$ cat src/rtl/act_word_unpacker_if.sv
// Packed-activation stream bundle: word input side plus per-lane output side.
// The unpacker connects through the slave modport; the driver/monitor uses master.
interface act_word_unpacker_if #(
    parameter int unsigned LANES  = 4,
    parameter int unsigned LANE_W = 8,
    parameter int unsigned CNT_W  = 3
);
    logic                       in_valid;
    logic                       in_ready;
    logic [LANES*LANE_W-1:0]    in_data;
    logic                       in_last;
    logic [CNT_W-1:0]           in_lanes;
    logic                       out_valid;
    logic                       out_ready;
    logic [LANE_W-1:0]          out_data;
    logic [$clog2(LANES)-1:0]   out_lane;
    logic                       out_last;

    modport slave (
        input  in_valid, in_data, in_last, in_lanes, out_ready,
        output in_ready, out_valid, out_data, out_lane, out_last
    );

    modport master (
        output in_valid, in_data, in_last, in_lanes, out_ready,
        input  in_ready, out_valid, out_data, out_lane, out_last
    );
endinterface

$ cat src/rtl/act_word_unpacker.sv
// Serializes packed words of LANES activation lanes into one lane per output beat,
// with support for a short final word carrying fewer lanes.
module act_word_unpacker #(
    parameter int unsigned LANES  = 4,
    parameter int unsigned LANE_W = 8,
    parameter int unsigned CNT_W  = 3
) (
    input  logic                 clk,
    input  logic                 rst,
    act_word_unpacker_if.slave   bus,
    output logic                 busy
);
    localparam int unsigned IDX_W = $clog2(LANES);

    typedef enum logic {IDLE, EMIT} state_t;

    state_t                         state_q, state_d;
    logic [LANES-1:0][LANE_W-1:0]   hold_q, hold_d;
    logic [IDX_W-1:0]               idx_q, idx_d;
    logic [CNT_W-1:0]               n_q, n_d;
    logic                           lst_q, lst_d;

    logic                           at_end;
    logic                           in_ready;
    logic                           in_acc;
    logic                           out_acc;
    logic [CNT_W-1:0]               n_new;

    // Zero or out-of-range lane counts on a last word mean a full word.
    always_comb begin
        n_new = CNT_W'(LANES);
        if (bus.in_last && (bus.in_lanes != '0) && (bus.in_lanes <= CNT_W'(LANES)))
            n_new = bus.in_lanes;
    end

    assign at_end   = (CNT_W'(idx_q) == (n_q - CNT_W'(1)));
    // out_ready reaches in_ready combinationally so a new word loads with no bubble.
    assign in_ready = !rst && ((state_q == IDLE) ||
                               ((state_q == EMIT) && at_end && bus.out_ready));
    assign out_acc  = (state_q == EMIT) && bus.out_ready;
    assign in_acc   = bus.in_valid && in_ready;

    always_comb begin
        state_d = state_q;
        hold_d  = hold_q;
        idx_d   = idx_q;
        n_d     = n_q;
        lst_d   = lst_q;
        if (in_acc) begin
            state_d = EMIT;
            hold_d  = bus.in_data;
            idx_d   = '0;
            n_d     = n_new;
            lst_d   = bus.in_last;
        end else if (out_acc) begin
            if (at_end)
                state_d = IDLE;
            else
                idx_d = idx_q + IDX_W'(1);
        end
    end

    always_ff @(posedge clk) begin
        if (rst) begin
            state_q <= IDLE;
            hold_q  <= '0;
            idx_q   <= '0;
            n_q     <= CNT_W'(LANES);
            lst_q   <= 1'b0;
        end else begin
            state_q <= state_d;
            hold_q  <= hold_d;
            idx_q   <= idx_d;
            n_q     <= n_d;
            lst_q   <= lst_d;
        end
    end

    assign bus.in_ready  = in_ready;
    assign bus.out_valid = (state_q == EMIT);
    assign bus.out_data  = hold_q[idx_q];
    assign bus.out_lane  = idx_q;
    assign bus.out_last  = (state_q == EMIT) && lst_q && at_end;
    assign busy          = (state_q == EMIT);
endmodule

$ cat src/flat_wrapper.sv
// flat-port wrapper written by rule: the top's interface ports become plain ports
module act_word_unpacker_flat 
#(
    parameter int unsigned LANES  = 4,
    parameter int unsigned LANE_W = 8,
    parameter int unsigned CNT_W  = 3
)
  (clk, rst, busy, bus_in_valid, bus_in_data, bus_in_last, bus_in_lanes, bus_out_ready, bus_in_ready, bus_out_valid, bus_out_data, bus_out_lane, bus_out_last);
  act_word_unpacker_if #(.LANES(LANES), .LANE_W(LANE_W), .CNT_W(CNT_W)) bus_i ();
  input  logic clk;
  input  logic rst;
  output logic busy;
  input wire logic [$bits(bus_i.in_valid)-1:0] bus_in_valid;
  input wire logic [$bits(bus_i.in_data)-1:0] bus_in_data;
  input wire logic [$bits(bus_i.in_last)-1:0] bus_in_last;
  input wire logic [$bits(bus_i.in_lanes)-1:0] bus_in_lanes;
  input wire logic [$bits(bus_i.out_ready)-1:0] bus_out_ready;
  output wire logic [$bits(bus_i.in_ready)-1:0] bus_in_ready;
  output wire logic [$bits(bus_i.out_valid)-1:0] bus_out_valid;
  output wire logic [$bits(bus_i.out_data)-1:0] bus_out_data;
  output wire logic [$bits(bus_i.out_lane)-1:0] bus_out_lane;
  output wire logic [$bits(bus_i.out_last)-1:0] bus_out_last;
  assign bus_i.in_valid = bus_in_valid;
  assign bus_i.in_data = bus_in_data;
  assign bus_i.in_last = bus_in_last;
  assign bus_i.in_lanes = bus_in_lanes;
  assign bus_i.out_ready = bus_out_ready;
  assign bus_in_ready = bus_i.in_ready;
  assign bus_out_valid = bus_i.out_valid;
  assign bus_out_data = bus_i.out_data;
  assign bus_out_lane = bus_i.out_lane;
  assign bus_out_last = bus_i.out_last;
  act_word_unpacker #(.LANES(LANES), .LANE_W(LANE_W), .CNT_W(CNT_W)) u_core (.clk(clk), .rst(rst), .bus(bus_i), .busy(busy));
endmodule
$ cat config.mk
export PLATFORM = sky130hd
export DESIGN_NAME = act_word_unpacker_flat
export DESIGN_NICKNAME = d
export VERILOG_FILES = /design/src/rtl/act_word_unpacker_if.sv /design/src/rtl/act_word_unpacker.sv /design/src/flat_wrapper.sv
export SDC_FILE = /design/constraint.sdc
export NUM_CORES = 1
export LEC_CHECK = 0
export BUFFER_PORTS_ARGS = -buffer_cell sky130_fd_sc_hd__buf_2
export CAP_MARGIN = 20
export CORE_ASPECT_RATIO = 0.8
export CORE_MARGIN = 3
export CORE_UTILIZATION = 40
export CTS_CLUSTER_SIZE = 25
export DETAILED_ROUTE_END_ITERATION = 6
export PLACE_DENSITY = 0.65
export REMOVE_ABC_BUFFERS = 1
export SYNTH_ARGS = -nofsm -noshare
export SYNTH_HDL_FRONTEND = slang
export SYNTH_SLANG_ARGS = --single-unit
$ cat constraint.sdc
create_clock -name clk -period 4.59 [get_ports clk]
set_input_delay 0 -clock clk [delete_from_list [all_inputs] [get_ports clk]]
set_output_delay 0 -clock clk [all_outputs]
set_load 0.02 [all_outputs]
==> results.cfg <==
[cells_and_area]
post-route-util_pct = 57.57
filler_cell_count = 400
layout.area.seq_sq_um = 780.7
multi_input_area_sq_mm = 0.001130
layout-area-overhead-vs-synth_pct = 35.58
n_antenna_cell = 0
post_route_cells_drive_above_1_share_pct = 41.30
finish.net_count = 287

[global_routing]
pin_count_of_the_biggest_net_entering_global_routing = 42
antenna_violations_before_repair = 0
grt_pass1_vias = 1552
grt_first_pass_wirelength_mm = 7.010
total_routing_usage_gr_pct = 14.65
grt_remaining_overflow = 0

[synth]
synthesis.yosys.warnings = 0
synth_seq_cells = 39
synth_enable_flop_cells = 0
yosys.cell_types.count = 28
yosysTopAreaCellShare_pct = 39.29
synth_cells = 161
netlist_top_cells_area = dfxtp_1 39%, mux2_4 21%, nor2b_1 11%, mux4_2 9.1%, mux2_2 2.8%
synth_area_sq_mm = 0.001987
syn_avg_cell_area_sq_um = 12.34
top_ff_cell_synth = dfxtp_1
async_reset_ff_share_pct = 0
seq_area_frac_synth_pct = 39.29
synthDominantAreaCellType = dfxtp_1

[clock_tree]
cts.hold.buffers_added = 35
post_cts.repair.setup_buffers = 0
clock_tree.root_cell = clkbuf_8
tritoncts = yes
max-clock-path-buffers = 2
worst_setup_hold_path_clk_slew_ns = 0.07
tritoncts_num_sinks = 39
cts.htree.levels = 2
post_cts.resized_instances = 0
worstSkewPairLatency_ns = 0.28
numCtsBuffers = 5

[sta]
hold_slack_ns = 0.02762
maxClockFrequency_ghz = 0.3694
period_needed_ns = 2.707
endpoints_failing_setup = 0
final-hold-violation-count = 0
max_slew.worst_pin.slew_ns = 0.7713
clock_skews_ns = 0.006826
finalMaxSlewViolations = 0
finalCritPeriodShare_pct = 58.98
grt_setup_unrepaired = no
slew_headroom_pct = 48.51
finalSetupTns_ns = 0

[setup_path]
setup.worst_path.class = flop to flop
rrSetupSlack_ns = 1.88
critPathMaxStageDelay_ns = 0.82
crit_path_start_kind = flop
r2r_end = u_core.hold_q[28]
critical_path.top_delay_family = flip-flops
critical_path_required_ns = 4.76
crit_slowest_cell = dfxtp_1
cp_cell_sequence = xnor2_1 > o41ai_4 > nand3b_4 > mux2_4
worstRegToRegCells = 4
critPathArrivalTime_ns = 2.87
cp_num_buf_inv = 0
r2r_path_start = u_core.bus.out_lane[0]
worstSetupEndpointType = flop
worst-path-max-fanout = 35

[floorplan]
die_w_um = 84.80
initial_core_util_pct = 42.46
io-pin-count = 54
coreArea_sq_mm = 0.004679
dieArea_sq_mm = 0.005854
die_y_um = 69.04
rows = 22

[drt]
drtPass1Iterations = 4
via_per_inst = 4.707
ant_nets = 0
drt_wl_total_mm = 4.136
vias = 1445
wl_per_cell_um = 13.47
detail_route.drc_violations = 0
detail_route.iter0.violations = 65

[place]
globalplace.congestion = 0.8385
buffer_ports.inserted = 53
dpl.hpwl_mm = 2.668

[pwr]
power.share.switching_pct = 24.56
seq_power_share_pct = 50.6
cellInternalPower_mw = 0.5592
powerDensity_mw_per_mm2 = 275.2
power.net_switching_mw = 0.1820
peakVddDrop_mv = 0.1582
share_clk_of_total_power_pct = 29.6
total_leakage_power_nw = 1.242
power_frac_comb_pct = 19.8

[hold_path]
hold_depth = 4
timing.hold.worst.class = input pin to flop
worstHoldEndpoint = u_core.n_q[1]
holdCritStartpoint = bus_in_lanes[2]

[run]
maxCapViolCount = 0

[status]
run_status = complete, no violations
-- final cells by class --
type	instances	area share, %
tap	60	2.787
multi-input combinational	109	41.94
timing repair buffer	88	22.85
inverter	3	0.4180
clock inverter	1	0.1858
clock buffer	7	2.833
sequential	39	28.98
-- flip-flops by register name, summed over array words and instances (netlist names) --
register,flops
u_core.bus.out_valid,1
u_core.lst_q,1
u_core.hold_q,32
u_core.bus.out_lane,2
u_core.n_q,3
-- layer usage --
metal	vias up	share of wire (%)	global-route usage [%]
li1	732	-	-
met1	667	49	19.84
met2	43	43	23.02
met3	3	6.9	4.779
met4	0	0.53	2.812
met5	-	0	0
-- through the flow --
step / power [mW] / setup WS, ns / cells / instance area [sq um]
2_1_floorplan: 0.4634 / 2.175 / 151 / 1922
3_3_place_gp: 0.5053 / 1.878 / 264 / 2262
3_5_place_dp: 0.5069 / 1.841 / 264 / 2262
4_1_cts: 0.7500 / 1.845 / 307 / 2694
5_1_grt: 0.7764 / 1.665 / 307 / 2694
6_report: 0.7412 / 1.883 / 307 / 2694
-- synthesized netlist by cell type (all sizes together) (3+ instances only) --
cell type and number:
buf 5, clkbuf 5, dfxtp 39, inv 3, mux2 33, mux2i 3, mux4 8, nand2 5
nor2 6, nor2b 34, xnor2 3
-- logic make-up (layout without fill, tap and decap cells) --
| family | count (synthesis) | after routing | synth area share (%) |
|---|---|---|---|
| flops | 39 | 39 | 39.29 |
| buf+inv | 13 | 99 | 3.841 |
| xor+xnor | 4 | 4 | 1.764 |
| simple gates | 52 | 52 | 15.55 |
| compound gates | 8 | 8 | 4.345 |
| fa+ha+maj | 1 | 1 | 0.6296 |
| mux | 44 | 44 | 34.57 |
-- cells in the final DEF (no fill, tap or decap), drive strengths merged --
master        n
nor3          1
xnor2         3
a41o          1
o21ai         1
o41ai         1
xor2          1
nor2b        34
nand3b        2
nand2b        2
nor2          6
mux4          8
dlygate4sd3  35
a211oi        1
o21a          1
a221oi        2
inv           3
buf          53
clkinv        1
nand3         2
clkbuf        7
o41a          1
nand2         5
mux2i         3
ha            1
mux2         33
dfxtp        39
-- power groups by stage --
| stage | registers [mW] | logic, mW | clock network, mW |
|---|---|---|---|
| after floorplan | 0.380 | 0.0829 | 0 |
| after global placement | 0.383 | 0.122 | 0 |
| after detailed placement | 0.383 | 0.124 | 0 |
| after CTS | 0.375 | 0.147 | 0.228 |
| after global routing | 0.379 | 0.158 | 0.239 |
| final | 0.375 | 0.147 | 0.219 |
-- how the worst max path moves through the flow --
stage	from	end	depth (start not counted)
final	u_core.bus.out_lane[0]	u_core.hold_q[28]	4
after global routing	u_core.bus.out_lane[0]	u_core.hold_q[29]	4
after CTS	u_core.bus.out_lane[0]	u_core.hold_q[28]	4
after detailed placement	u_core.bus.out_lane[0]	u_core.hold_q[5]	4
after global placement	u_core.bus.out_lane[0]	u_core.hold_q[8]	4
after floorplan	u_core.bus.out_lane[0]	u_core.hold_q[0]	4
-- worst reg2reg max path: stages (launching register included) --
cell and delay, ns:
dfxtp_1 0.82, xnor2_1 0.29, o41ai_4 0.40, nand3b_4 0.56, mux2_4 0.53
Note: power is estimated with default switching activity, not from simulation.
